`config.mk`:
```
export PLATFORM = sky130hd
export DESIGN_NAME = ram_burst_reader_flat
export DESIGN_NICKNAME = d
export VERILOG_FILES = /design/src/rtl/ram_burst_reader_if.sv /design/src/rtl/ram_burst_reader.sv /design/src/flat_wrapper.sv
export SDC_FILE = /design/constraint.sdc
export NUM_CORES = 1
export LEC_CHECK = 0
export CORE_MARGIN = 2
export CORE_UTILIZATION = 40
export CTS_BUF_LIST = sky130_fd_sc_hd__clkbuf_16
export DETAILED_ROUTE_END_ITERATION = 10
export PLACE_DENSITY = 0.65
export SLEW_MARGIN = 20
export SYNTH_ARGS = -nofsm -noshare
export SYNTH_HDL_FRONTEND = slang
export SYNTH_SLANG_ARGS = --single-unit
```
`constraint.sdc`:
```
create_clock -name clk -period 4.18 [get_ports clk]
set_clock_uncertainty 0.05 [all_clocks]
set_input_delay 1.254 -clock clk [delete_from_list [all_inputs] [get_ports clk]]
set_output_delay 1.254 -clock clk [all_outputs]
set_load 0.02 [all_outputs]
```
`src/rtl/ram_burst_reader_if.sv`:
```
// Valid/ready stream carrying RAM words out of the burst reader.
// The master drives valid/data/last; the consumer drives ready.
interface ram_burst_reader_if #(
  parameter int DATA_W = 4
) ();
  logic              valid;
  logic [DATA_W-1:0] data;
  logic              last;
  logic              ready;

  modport master (output valid, output data, output last, input ready);
  modport slave  (input valid, input data, input last, output ready);
endinterface

```
`src/rtl/ram_burst_reader.sv`:
```
// Burst read engine for a synchronous-read RAM: walks a wrapping address
// range and streams the words through a 2-entry buffer to a valid/ready sink.
module ram_burst_reader #(
  parameter int ADDR_W = 5,
  parameter int DATA_W = 4
) (
  input  logic              clk,
  input  logic              rst_n,
  input  logic              start_i,
  input  logic [ADDR_W-1:0] start_addr_i,
  input  logic [ADDR_W:0]   len_i,
  output logic              busy_o,
  output logic              done_o,
  output logic [ADDR_W-1:0] ram_addr_o,
  input  logic [DATA_W-1:0] ram_data_i,
  ram_burst_reader_if.master m
);

  typedef enum logic [1:0] {IDLE, RUN, FIN} state_t;

  localparam logic [ADDR_W:0]   DEPTH = {1'b1, {ADDR_W{1'b0}}};
  localparam logic [ADDR_W:0]   ONE_L = {{ADDR_W{1'b0}}, 1'b1};
  localparam logic [ADDR_W-1:0] ONE_A = {{(ADDR_W-1){1'b0}}, 1'b1};

  state_t            state_q;
  logic [ADDR_W-1:0] ptr_q, ptr_d;
  logic [ADDR_W-1:0] ramAddr_q;
  logic [ADDR_W:0]   issueRem_q, issueRem_d;
  logic              inFlight_q;
  logic              inFlightLast_q;
  logic [DATA_W-1:0] bufData_q [2];
  logic              bufLast_q [2];
  logic              wrPtr_q;
  logic              rdPtr_q;
  logic [1:0]        count_q, count_d;

  logic [ADDR_W:0]   lenSat;
  logic              pop;
  logic              startBurst;
  logic              issueRun;
  logic              issue;
  logic [ADDR_W-1:0] issueAddr;
  logic              issueLast;
  logic [2:0]        occupancy;
  logic              headLast;

  // The first read goes out in the start cycle itself, so the RAM latency
  // overlaps the IDLE->RUN transition and the first beat appears 2 cycles later.
  always_comb begin
    lenSat     = (len_i > DEPTH) ? DEPTH : len_i;
    pop        = m.valid & m.ready;
    headLast   = bufLast_q[rdPtr_q];
    occupancy  = {1'b0, count_q} + {2'b00, inFlight_q};
    startBurst = (state_q == IDLE) && start_i && (lenSat != '0);
    issueRun   = (state_q == RUN) && (issueRem_q != '0) &&
                 (occupancy < (3'd2 + {2'b00, pop}));
    issue      = startBurst | issueRun;
    issueAddr  = startBurst ? start_addr_i : ptr_q;
    issueLast  = startBurst ? (lenSat == ONE_L) : (issueRem_q == ONE_L);
    ptr_d      = issue ? (issueAddr + ONE_A) : ptr_q;
    issueRem_d = issueRem_q;
    if (startBurst) begin
      issueRem_d = lenSat - ONE_L;
    end else if (issueRun) begin
      issueRem_d = issueRem_q - ONE_L;
    end
    count_d    = count_q + {1'b0, inFlight_q} - {1'b0, pop};
    ram_addr_o = issue ? issueAddr : ramAddr_q;
  end

  // Sequencing, address issue and the 2-entry buffer share one register block.
  always_ff @(posedge clk or negedge rst_n) begin
    if (!rst_n) begin
      state_q        <= IDLE;
      ptr_q          <= '0;
      ramAddr_q      <= '0;
      issueRem_q     <= '0;
      inFlight_q     <= 1'b0;
      inFlightLast_q <= 1'b0;
      bufData_q[0]   <= '0;
      bufData_q[1]   <= '0;
      bufLast_q[0]   <= 1'b0;
      bufLast_q[1]   <= 1'b0;
      wrPtr_q        <= 1'b0;
      rdPtr_q        <= 1'b0;
      count_q        <= 2'd0;
    end else begin
      case (state_q)
        IDLE: if (start_i) state_q <= (lenSat != '0) ? RUN : FIN;
        RUN:  if (pop && headLast) state_q <= FIN;
        FIN:  state_q <= IDLE;
        default: state_q <= IDLE;
      endcase
      ptr_q          <= ptr_d;
      issueRem_q     <= issueRem_d;
      inFlight_q     <= issue;
      inFlightLast_q <= issueLast;
      if (issue) ramAddr_q <= issueAddr;
      // Word read last cycle is on ram_data_i now; the tag travels with it.
      if (inFlight_q) begin
        bufData_q[wrPtr_q] <= ram_data_i;
        bufLast_q[wrPtr_q] <= inFlightLast_q;
        wrPtr_q            <= ~wrPtr_q;
      end
      if (pop) rdPtr_q <= ~rdPtr_q;
      count_q <= count_d;
    end
  end

  assign m.valid = (count_q != 2'd0);
  assign m.data  = bufData_q[rdPtr_q];
  assign m.last  = m.valid & headLast;
  assign busy_o  = (state_q == RUN);
  assign done_o  = (state_q == FIN);

endmodule
```
`src/flat_wrapper.sv`:
```
// flat-port wrapper written by rule: the top's interface ports become plain ports
module ram_burst_reader_flat 
#(
  parameter int ADDR_W = 5,
  parameter int DATA_W = 4
)
  (clk, rst_n, start_i, start_addr_i, len_i, busy_o, done_o, ram_addr_o, ram_data_i, m_valid, m_data, m_last, m_ready);
  ram_burst_reader_if #(.DATA_W(DATA_W)) m_i ();
  input  logic clk;
  input  logic rst_n;
  input  logic start_i;
  input  logic [ADDR_W-1:0] start_addr_i;
  input  logic [ADDR_W:0] len_i;
  output logic busy_o;
  output logic done_o;
  output logic [ADDR_W-1:0] ram_addr_o;
  input  logic [DATA_W-1:0] ram_data_i;
  output wire logic [$bits(m_i.valid)-1:0] m_valid;
  output wire logic [$bits(m_i.data)-1:0] m_data;
  output wire logic [$bits(m_i.last)-1:0] m_last;
  input wire logic [$bits(m_i.ready)-1:0] m_ready;
  assign m_valid = m_i.valid;
  assign m_data = m_i.data;
  assign m_last = m_i.last;
  assign m_i.ready = m_ready;
  ram_burst_reader #(.ADDR_W(ADDR_W), .DATA_W(DATA_W)) u_core (.clk(clk), .rst_n(rst_n), .start_i(start_i), .start_addr_i(start_addr_i), .len_i(len_i), .busy_o(busy_o), .done_o(done_o), .ram_addr_o(ram_addr_o), .ram_data_i(ram_data_i), .m(m_i));
endmodule
```
---- Word level (Yosys, flattened, before mapping) ----
Index checks and enable logic that the tools add are counted.
storage, ports and cells
  register bits ........................... 34
  input port bits ......................... 19
  output and inout bits ................... 13
  logic and storage cells ................. 72
cells by class
  add/subtract/negate cells ............... 7
  magnitude comparators ................... 5
  eq/ne operators ......................... 6
  mux-type cells .......................... 22
  bitwise operators ....................... 7
  reductions and logical operators ........ 12
operators with widths
  cell                                                                 number
  6-bit 2-to-1 mux                                                     3
  4-bit 2-to-1 mux                                                     4
  6-bit by 1-bit == test with 1-bit output (second input constant)     2
  6-bit nonzero test                                                   2
  6-bit by 1-bit subtractor with 6-bit output (second input constant)  2
  5-bit 2-to-1 mux                                                     2
  8-bit bitwise mux                                                    1
  6-bit greater-than comparator (second input constant)                1
  1-bit logical AND                                                    6
  2-bit 2-to-1 mux                                                     3
  5-bit by 1-bit adder with 5-bit output (second input constant)       1
  1-bit 2-to-1 mux                                                     5
  4-bit demux with 1-bit select                                        1
  2-bit >= comparator (second input constant)                          2
  1-bit inverter with 2-bit output                                     2
  2-bit one-hot mux with 2 select lines                                1
  2-bit nonzero test                                                   2
  2-bit by 1-bit adder with 3-bit output                               1
  2-bit by 1-bit adder with 3-bit output (first input constant)        1
  3-bit < comparator                                                   1
  2-bit by 1-bit adder with 2-bit output                               1
  1-bit AND                                                            2
  2-bit bitwise mux                                                    1
  2-bit by 1-bit == test with 1-bit output (second input constant)     1
  10 further kinds                                                     11

---- Longest topological paths before layout ----
  word-level depth ........................ 7
  gate-level depth with buffers ........... 12
  mapped depth without buffers ............ 11

---- Worst setup path after synthesis ----
OpenSTA, ideal clock, no wires.
  path type ............................... input to output
  start point ............................. in len_i[2]
  end point ............................... out ram_addr_o[0]
  arrival ................................. 2652 ps
  data required time ...................... 2876 ps
  setup slack ............................. 224 ps
  cell stages on the path ................. 5
  buffers on the path ..................... 1
  cell sequence ........................... or4_1 o21ai_2 buf_4 nand2_1 o211ai_1
on the way
  longest elaborated chain between the ends .. 6
ends and longest elaborated chain
  element                                               line                                            text
  start, declared                                       flat_wrapper.sv:13                              input logic [ADDR_W:0] len_i;
  6-bit greater-than comparator                         ram_burst_reader.sv:50                          lenSat = (len_i > DEPTH) ? DEPTH : len_i;
  6-bit 2-to-1 mux *                                    ram_burst_reader.sv:50
  6-bit nonzero test *                                  ram_burst_reader.sv:54                          startBurst = (state_q == IDLE) && start_i && (lenSat != '0);
  1-bit logical AND *                                   ram_burst_reader.sv:54
  5-bit 2-to-1 mux or 1-bit bitwise OR (tied branches)  ram_burst_reader.sv:58, ram_burst_reader.sv:57
  5-bit 2-to-1 mux *                                    ram_burst_reader.sv:68                          ram_addr_o = issue ? issueAddr : ramAddr_q;
  end, declared                                         flat_wrapper.sv:16                              output logic [ADDR_W-1:0] ram_addr_o;
Every way passes the cells marked *; elsewhere a longest branch is shown, timed or not.

---- Worst setup path in the final report ----
  start point ............................. in len_i[2]
  end point ............................... out ram_addr_o[2]
Same word-level chain as after synthesis.

==> run_results.csv <==
group,metric,value,unit
cells_and_area,antenna_cells,0,
clock_tree,clk_path_buf_depth,2,
route,drtAntennaViolNets,0,
route,drc_errors,0,
hold_path,min_to,"u_core.wrPtr_q",
critical_path,reg2regPathDepth,11,
route,routed_wl,4246,µm
critical_path,crit_required,2.88,ns
grt,gr-usage-all-layers,0.1789,
sta,setup_viol,0,
synth,syn-num-nets,218,
critical_path,critPathArrivalTime,2.81,ns
outcome,status,"complete, no violations",
sta,grt_setup_unrepaired,"false",
floorplan,row_count,25,
clock_tree,cts_htree_levels,2,
synth,netlist.top_cell.by_area,"dfrtp_1",
synth,synth_cell_types,38,
pwr,vdd_ir_drop_max,0.5909,mV
placed_design,dp_hpwl,3024,µm
synth,syn_avg_cell_area,9.996,µm²
clock_tree,cts_root_buffer,"clkbuf_16",
synth,syn_area,1899,µm²
synth,yosysMostFrequentCell,"dfrtp_1",
flow_run,maxCapViolations,0,
grt,grt_max_degree,35,
route,drtIter0Drc,46,
sta,slew_violations,0,
sta,min_period_over_period,0.9831,
synth,synth_area_leaders,"dfrtp_1, mux2_2, ha_1, nand2_1, inv_1",
grt,antenna_found_initial,0,
grt,first_global_vias,1584,
floorplan,io_pins,32,
cells_and_area,syn_to_final_growth,40.98,%
synth,synth_top_cell_area_share,0.4480,
sta,whs,0.4372,ns
synth,synth_common_cells,"dfrtp_1, mux2_2, nand2_1, inv_1, nor2_1",
route,post_drt_wl_per_cell,13.74,µm
critical_path,reg2reg_slack,1.79,ns
clock_tree,clkLatencyLatePin,0.28,ns
hold_path,min_path_type,"reg -> reg",
critical_path,worst_r2r_endpoint,"u_core.ptr_q[2]",
sta,finalSetupTns,0,ns
placed_design,place.gp.congestion,0.7967,
hold_path,holdPathStages,1,
grt,grt_pass1_wl,7355,µm
sta,relSlewSlack,0.6808,
critical_path,rr_startpoint,"u_core.state_q[1]",
clock_tree,clk_pin_slew,0.05,ns
critical_path,worstSetupPathType,"in -> out",
floorplan,die_h,72.91,µm
placed_design,port_buffers,31,
pwr,power_density,860.6,nW/µm²
clock_tree,cts_buffers,5,
synth,synth-async-reset-ratio,1.000,
floorplan,start_util,0.4075,
synth,ys_warn_count,0,
floorplan,die_w,72.91,µm
cells_and_area,nets,283,
synth,synth_edf_count,0,
synth,yosysSeqAreaShare,0.4480,
hold_path,min_from,"u_core.wrPtr_q",
cells_and_area,layout-drive-gt1-share,0.2941,
floorplan,core_area,4661,µm²
sta,tightestPinTransition,0.4787,ns
cells_and_area,fin_util,0.5745,
route,via_per_inst,5.353,
clock_tree,cts_tree,"built",
sta,hold_viol_final,0,
grt,grt_overflow,0,
synth,synth-main-ff-cell,"dfrtp_1",
sta,fmax,0.2434,GHz
critical_path,cp-start-kind,"primary input",
synth,ys_seq_elements,34,
clock_tree,cts.sinks,34,
route,firstDrtPassIters,4,
floorplan,dieArea,5315,µm²
pwr,p_leak,1.203,nW
critical_path,critPathCaptureType,"primary output",
route,num_vias,1654,
critical_path,cp_max_fo,6,
sta,min_period,4.109,ns
synth,syn_inst,190,
cells_and_area,fillers,425,
## sequential cells by signal (all words and copies together), names as in the netlist
name                   flops
u_core.rdPtr_q             1
u_core.wrPtr_q             1
u_core.ramAddr_q           5
u_core.state_q             2
u_core.inFlight_q          1
u_core.bufLast_q           2
u_core.count_q             2
u_core.ptr_q               5
u_core.inFlightLast_q      1
u_core.issueRem_q          6
u_core.bufData_q           8
## metrics by stage
step / setup slack [ns] / power [mW] / instances / cell area [µm²]
final: 0.07080 / 2.304 / 309 / 2678
after global routing: 0.008204 / 2.500 / 309 / 2678
after CTS: 0.01387 / 2.325 / 309 / 2669
after detailed placement: -0.8934 / 1.973 / 298 / 2482
after global placement: -0.8412 / 1.946 / 298 / 2482
after floorplan: 0.2237 / 1.416 / 190 / 1899
## cells in the final DEF, fill, tap and decap left out, types with 3 or more instances in the layout
master and count:
buf_4 34, dfrtp_1 34, clkdlybuf4s50_1 20, mux2_2 15, nand2_1 14, inv_1 13
nor2_1 12, nand3_1 10, ha_1 8, a31oi_1 6, or4_1 6, nor3_1 5
xor2_1 5, o221ai_1 5, clkbuf_16 5, o21ai_0 4, o211ai_1 4, xnor2_1 4
o31ai_1 4, nor2b_1 3, o21ai_1 3, buf_6 3
## layout make-up
type | instances | area [µm²] | area share
clock inverters | 2 | 10.01 | 0.003738
inverters | 14 | 52.55 | 0.01963
clock buffers | 5 | 125.1 | 0.04673
flip-flops and latches | 34 | 850.8 | 0.3178
multi-input cells | 134 | 1001 | 0.3738
well taps | 54 | 67.56 | 0.02523
repair buffers | 66 | 570.5 | 0.2131
## logic make-up after synthesis
family	count (synthesis)	share of synthesized area
AO/OA/AOI/OAI	36	0.1344
XOR/XNOR	9	0.04150
adder cells (fa/ha/maj)	9	0.05929
buffers and inverters	22	0.04875
flip-flops	34	0.4480
multiplexers	16	0.09420
AND/OR/NAND/NOR	64	0.1739
## report_power, final
part | switching (mW) | leakage, nW | internal (mW) | total, mW
logic | 0.684 | 0.723 | 0.661 | 1.35
registers | 0.116 | 0.411 | 0.497 | 0.613
clock network | 0.132 | 0.0694 | 0.215 | 0.346
total | 0.932 | 1.20 | 1.37 | 2.30
## per-layer routing
| metal | track usage | part of all wire | vias up |
|---|---|---|---|
| met4 | 0.05761 | 0.012 | 0 |
| met5 | 0 | 0 | - |
| met1 | 0.2390 | 0.47 | 792 |
| li1 | - | - | 828 |
| met2 | 0.2899 | 0.48 | 28 |
| met3 | 0.03867 | 0.028 | 6 |
## what timing repair did
item | CTS | global route
hold buffers | 0 | 0
pin swaps | 2 | 2
setup buffers | 4 | 0
gates cloned | 0 | 0
setup endpoints to repair | 5 | 5
resized for setup | 46 | 9
## worst max-delay path by stage
stage / start / end / slack (ns) / cells after the start
after global placement: len_i[2] / ram_addr_o[3] / -0.84 / 7
after detailed placement: len_i[2] / ram_addr_o[3] / -0.89 / 7
after floorplan: len_i[2] / ram_addr_o[0] / 0.22 / 5
final: len_i[2] / ram_addr_o[2] / 0.07 / 7
after global routing: len_i[2] / ram_addr_o[2] / 0.008 / 7
after CTS: len_i[2] / ram_addr_o[2] / 0.01 / 7
## worst max-delay path: stages
cell and delay, ns:
clkdlybuf4s15_1 0.19, or4_4 0.54, o21ai_4 0.27, buf_6 0.14, nor2_1 0.03, a31oi_1 0.18
buf_2 0.20
Note: power is estimated with default switching activity, not from simulation.
